File: src/rtl/note_player_pkg.sv
// Shared types and constants for the note player: widths, FSM states and the
// note-number to phase-step lookup table (55 Hz * 2^((n-1)/12), 2^22 phase, 48 kHz).
package note_player_pkg;

    localparam int NOTE_W = 6;
    localparam int DUR_W  = 6;
    localparam int STEP_W = 20;

    typedef enum logic [1:0] {
        IDLE = 2'd0,
        PLAY = 2'd1,
        DONE = 2'd2
    } state_e;

    // Entry 0 is a rest; entry 37 is A4 (440 Hz).
    localparam logic [STEP_W-1:0] STEP_TABLE [64] = '{
        20'd0,
        20'd4806,   20'd5092,   20'd5395,   20'd5715,   20'd6055,   20'd6415,
        20'd6797,   20'd7201,   20'd7629,   20'd8083,   20'd8563,   20'd9072,
        20'd9612,   20'd10184,  20'd10789,  20'd11431,  20'd12110,  20'd12830,
        20'd13593,  20'd14402,  20'd15258,  20'd16165,  20'd17127,  20'd18145,
        20'd19224,  20'd20367,  20'd21578,  20'd22861,  20'd24221,  20'd25661,
        20'd27187,  20'd28803,  20'd30516,  20'd32331,  20'd34253,  20'd36290,
        20'd38448,  20'd40734,  20'd43156,  20'd45722,  20'd48441,  20'd51322,
        20'd54373,  20'd57607,  20'd61032,  20'd64661,  20'd68506,  20'd72580,
        20'd76896,  20'd81468,  20'd86312,  20'd91445,  20'd96882,  20'd102643,
        20'd108747, 20'd115213, 20'd122064, 20'd129322, 20'd137012, 20'd145160,
        20'd153791, 20'd162936, 20'd172625
    };

endpackage

File: src/rtl/dffr.sv
// Generic register with asynchronous active-low reset to a parameterised value.
module dffr #(
    parameter int               WIDTH     = 1,
    parameter logic [WIDTH-1:0] RESET_VAL = '0
) (
    input  logic             clk,
    input  logic             rst_n,
    input  logic [WIDTH-1:0] d_i,
    output logic [WIDTH-1:0] q_o
);

    always_ff @(posedge clk or negedge rst_n) begin
        if (!rst_n) begin
            q_o <= RESET_VAL;
        end else begin
            q_o <= d_i;
        end
    end

endmodule

File: src/rtl/note_step_table.sv
// Combinational note-number to phase-step lookup.
module note_step_table
    import note_player_pkg::*;
(
    input  logic [NOTE_W-1:0] note_i,
    output logic [STEP_W-1:0] step_o
);

    assign step_o = STEP_TABLE[note_i];

endmodule

File: src/rtl/note_player.sv
// Plays one note at a time: latches its phase step, counts down its duration in
// beats (frozen while paused) and pulses done_with_note for one cycle at the end.
module note_player
    import note_player_pkg::*;
#(
    parameter int NOTE_WIDTH = NOTE_W,
    parameter int DUR_WIDTH  = DUR_W,
    parameter int STEP_WIDTH = STEP_W
) (
    input  logic                  clk,
    input  logic                  reset,
    input  logic                  play_enable,
    input  logic [NOTE_WIDTH-1:0] note_to_load,
    input  logic [DUR_WIDTH-1:0]  duration_to_load,
    input  logic                  load_new_note,
    input  logic                  beat,
    input  logic                  generate_next_sample,
    output logic [STEP_WIDTH-1:0] step_size,
    output logic                  generate_next,
    output logic                  note_active,
    output logic                  done_with_note
);

    state_e                state_q, state_d;
    logic [1:0]            state_bits_q;
    logic [DUR_WIDTH-1:0]  dur_q, dur_d;
    logic [STEP_WIDTH-1:0] step_q, step_d;
    logic [STEP_WIDTH-1:0] table_step;

    note_step_table u_table (
        .note_i (note_to_load),
        .step_o (table_step)
    );

    dffr #(.WIDTH(2)) u_state_reg (
        .clk   (clk),
        .rst_n (reset),
        .d_i   (2'(state_d)),
        .q_o   (state_bits_q)
    );

    dffr #(.WIDTH(DUR_WIDTH)) u_dur_reg (
        .clk   (clk),
        .rst_n (reset),
        .d_i   (dur_d),
        .q_o   (dur_q)
    );

    dffr #(.WIDTH(STEP_WIDTH)) u_step_reg (
        .clk   (clk),
        .rst_n (reset),
        .d_i   (step_d),
        .q_o   (step_q)
    );

    assign state_q = state_e'(state_bits_q);

    // A load wins in every state, including over a simultaneous beat.
    always_comb begin
        state_d = state_q;
        dur_d   = dur_q;
        step_d  = step_q;
        if (load_new_note) begin
            state_d = PLAY;
            dur_d   = duration_to_load;
            step_d  = table_step;
        end else begin
            case (state_q)
                PLAY: begin
                    if (play_enable) begin
                        if (dur_q == '0 || (beat && dur_q == DUR_WIDTH'(1))) begin
                            state_d = DONE;
                            dur_d   = '0;
                        end else if (beat) begin
                            dur_d = dur_q - DUR_WIDTH'(1);
                        end
                    end
                end
                default: state_d = IDLE;
            endcase
        end
    end

    assign step_size      = step_q;
    assign note_active    = (state_q == PLAY);
    assign done_with_note = (state_q == DONE);
    assign generate_next  = generate_next_sample & play_enable & (state_q == PLAY);

endmodule

File: config.mk
export PLATFORM = sky130hd
export DESIGN_NAME = note_player
export DESIGN_NICKNAME = d
export VERILOG_FILES = /design/src/rtl/note_player_pkg.sv /design/src/rtl/dffr.sv /design/src/rtl/note_step_table.sv /design/src/rtl/note_player.sv
export SDC_FILE = /design/constraint.sdc
export NUM_CORES = 1
export LEC_CHECK = 0
export ABC_AREA = 1
export CELL_PAD_IN_SITES_DETAIL_PLACEMENT = 0
export CELL_PAD_IN_SITES_GLOBAL_PLACEMENT = 1
export CORE_MARGIN = 10
export CORE_UTILIZATION = 30
export CTS_CLUSTER_DIAMETER = 80
export DETAILED_ROUTE_END_ITERATION = 8
export PLACE_DENSITY = 0.68
export SLEW_MARGIN = 5
export SYNTH_ARGS = -nofsm -noshare
export SYNTH_HDL_FRONTEND = slang
export SYNTH_SLANG_ARGS = --single-unit
File: constraint.sdc
create_clock -name clk -period 1.9 [get_ports clk]
set_clock_uncertainty 0.15 [all_clocks]
set_input_delay 0.38 -clock clk [delete_from_list [all_inputs] [get_ports clk]]
set_output_delay 0.38 -clock clk [all_outputs]
set_load 0.05 [all_outputs]
==> metrics.md <==
| Metric | Value |
|---|---|
| Status | finished, final reports clean |
| Pwr dens | 655.8 mW/mm² |
| Ys async rst share | 100.0% |
| Routability congestion estimate | 0.9659 |
| Pins Over Slew Limit | 0 |
| YS warnings | 0 |
| Core footprint | 0.008636 mm² |
| Initial antenna violation count | 0 |
| Max Cap Viol | 0 |
| Avg WL per Cell | 16.23 µm |
| Mapped Avg Cell Area | 5.885 µm² |
| Period minus WS final | 1.827 ns |
| Pin count of the biggest net entering global routing | 29 |
| Unique cell type count in the Yosys netlist | 33 |
| Deepest clock path buffer count | 2 |
| Pre-antenna DRT Iters | 5 |
| Pwr Total | 2.461 mW |
| First-pass GRT wire length | 17050 µm |
| Initial core utilization | 30.53% |
| CP endpoint kind | output port |
| FF-to-FF setup slack | 0.28 ns |
| Crit path from | play_enable |
| Simple-Gate Fraction of Synth Area | 46.56% |
| Rows | 34 |
| Crit Path Category | in -> out |
| Period utilisation layout | 96.18% |
| Layout cell share with drive strength beyond 1 | 24.27% |
| Hpwl dp | 8453 µm |
| Worst-skew pair later-pin latency | 0.27 ns |
| DIE HEIGHT | 113.7 µm |
| RSZ-0062 raised after global routing | false |
| Leak Pwr | 2.008 nW |
| Layout net count | 579 |
| Post-layout util | 43.45% |
| # diodes | 0 |
| Syn-to-layout area delta | 42.34% |
| Initial DRC Count | 307 |
| Largest fanout on the critical path | 3 |
| Design area | 0.003752 mm² |
| TritonCTS Buffers | 3 |
| I/O pins | 41 |
| Worst path slowest cell | clkdlybuf4s50_1 |
| Hold_ws | 0.3177 ns |
| DIE AREA | 0.01294 mm² |
| CTS tree | built |
| Final Hold Fails | 0 |
| Number of synthesized flops with an enable pin | 0 |
| Levels on crit path | 4 |
| Netlist Area Pre-Place | 0.002636 mm² |
| Cts hold-fix bufs | 0 |
| Vias per cell | 4.988 |
| Overall Global Routing Usage | 16.17% |
| Final setup fails | 0 |
| FF+latch count, synth | 26 |
| Htree depth | 1 |
| Post-placement cell area | 0.003632 mm² |
| Number of global-route vias before repair | 3225 |
| CP bufs+invs | 2 |
| Clk sinks | 26 |
| Root buf cell | clkbuf_8 |
| Largest delay share family, worst path | buffers and inverters |
| Dpl cells | 652 |
| Clk slew on worst S/H paths | 0.09 ns |
| Synth Area in Compound Gates | 12.24% |
| Crit path cell chain | clkdlybuf4s50_1 -> nand2_1 -> nor2_1 -> buf_12 |
| Adder and majority cell fraction of the synthesized area | 5.221% |
| Port buffer count | 38 |
| FF-to-FF Start | u_dur_reg.q_o[0] |
| Synth Flop Type | dfrtp_1 |
| DRC | 0 |
| Routed vias | 3272 |
| Largest family of logic cells by synthesized area | simple AND/OR/NAND/NOR gates |
| Post-Layout Cell Count | 656 |
| Routed Antenna Nets | 0 |
| CP max stage delay | 0.51 ns |
| Hold Path Class | in -> async |
| Die X | 113.7 µm |
| Worst vdd ir | 0.2335 mV |
| Synth Instances | 448 |
| R2R depth | 11 |
| Mux share of post-synthesis cell area | 0% |
| Grt ovf | 0 |
| Worst Path Required | 1.37 ns |
| Synth Area in XOR/XNOR | 0.9967% |
| Final wirelength | 10640 µm |
| Worst Path Arrival | 1.30 ns |
| Fmax achieved | 0.5472 GHz |
| CP Launch Type | input port |
| Seq/Total Area, Yosys | 24.68% |
-- cells in the mapped netlist, types with 4 or more instances --
cell type	count	area, µm²
nor2_1	48	180.2
o21ai_1	4	20.02
a21oi_1	21	105.1
o21ai_0	23	115.1
nand3_1	61	305.3
nand2_1	168	630.6
dfrtp_1	26	650.6
inv_1	25	93.84
nand2_2	8	50.05
buf_2	9	45.04
ha_1	11	137.6
buf_4	7	52.55
-- final cells by class --
cell class,count,area [µm²]
Clock buffer,3,41.29
Fill cell,921,4883
Inverter,31,121.4
Multi-Input combinational cell,369,1778
Sequential cell,26,650.6
Tap cell,108,135.1
Timing Repair Buffer,119,1026
-- kinds of logic after synthesis --
group,count (synthesis)
compound gates,59
simple gates,294
other cells,1
flops,26
fa+ha+maj,11
xor+xnor,3
buf+inv,54
-- sequential cells by signal (all words and copies together) (netlist names) --
register         cells
u_dur_reg.q_o        6
u_step_reg.q_o      18
u_state_reg.q_o      2
-- metal layers --
metal	vias up	part of all wire (%)	global-route usage [%]
li1	1636	-	-
met1	1491	45	21.05
met2	119	45	25.66
met3	26	7.2	3.360
met4	0	3.1	5.922
met5	-	0	0
-- stage by stage --
stage | setup TNS (ns) | setup slack, ns
after floorplan | 0 | 0.2576
after global placement | -6.615 | -0.4781
after detailed placement | -6.945 | -0.4734
after CTS | -0.09965 | -0.04697
after global routing | 0 | 0.003967
final | 0 | 0.07254
-- power by group --
group | internal (mW) | switching [mW] | total, mW
clock network | 0.142 | 0.175 | 0.317
registers | 0.671 | 0.0942 | 0.765
logic | 0.538 | 0.840 | 1.38
total | 1.35 | 1.11 | 2.46
-- final timing paths --
kind                                     endpoint
worst max-delay path                generate_next
worst min-delay path             u_dur_reg.q_o[4]
worst max register to register   u_dur_reg.q_o[0]
worst min register to register   u_dur_reg.q_o[5]
max in group asynchronous       u_step_reg.q_o[3]
min in group clk                 u_dur_reg.q_o[5]
-- repair_timing --
action                     4_1_cts  5_1_grt
setup endpoints to repair       17       17
resized for setup               16        7
buffers inserted                 0        1
pin swaps                        2        1
-- cell usage in the layout (no fill, tap or decap), types with 3 or more instances in the layout --
master,n
nand2_1,166
buf_4,93
nand3_1,60
nor2_1,47
dfrtp_1,26
inv_1,24
o21ai_0,20
a21oi_1,20
clkdlybuf4s50_1,14
nand2_2,8
o21ai_1,7
ha_1,7
buf_12,6
inv_2,4
nor2_2,4
nor3_1,3
nand2_4,3
o211ai_1,3
clkbuf_8,3
buf_6,3
(Power assumes the default switching activity.)
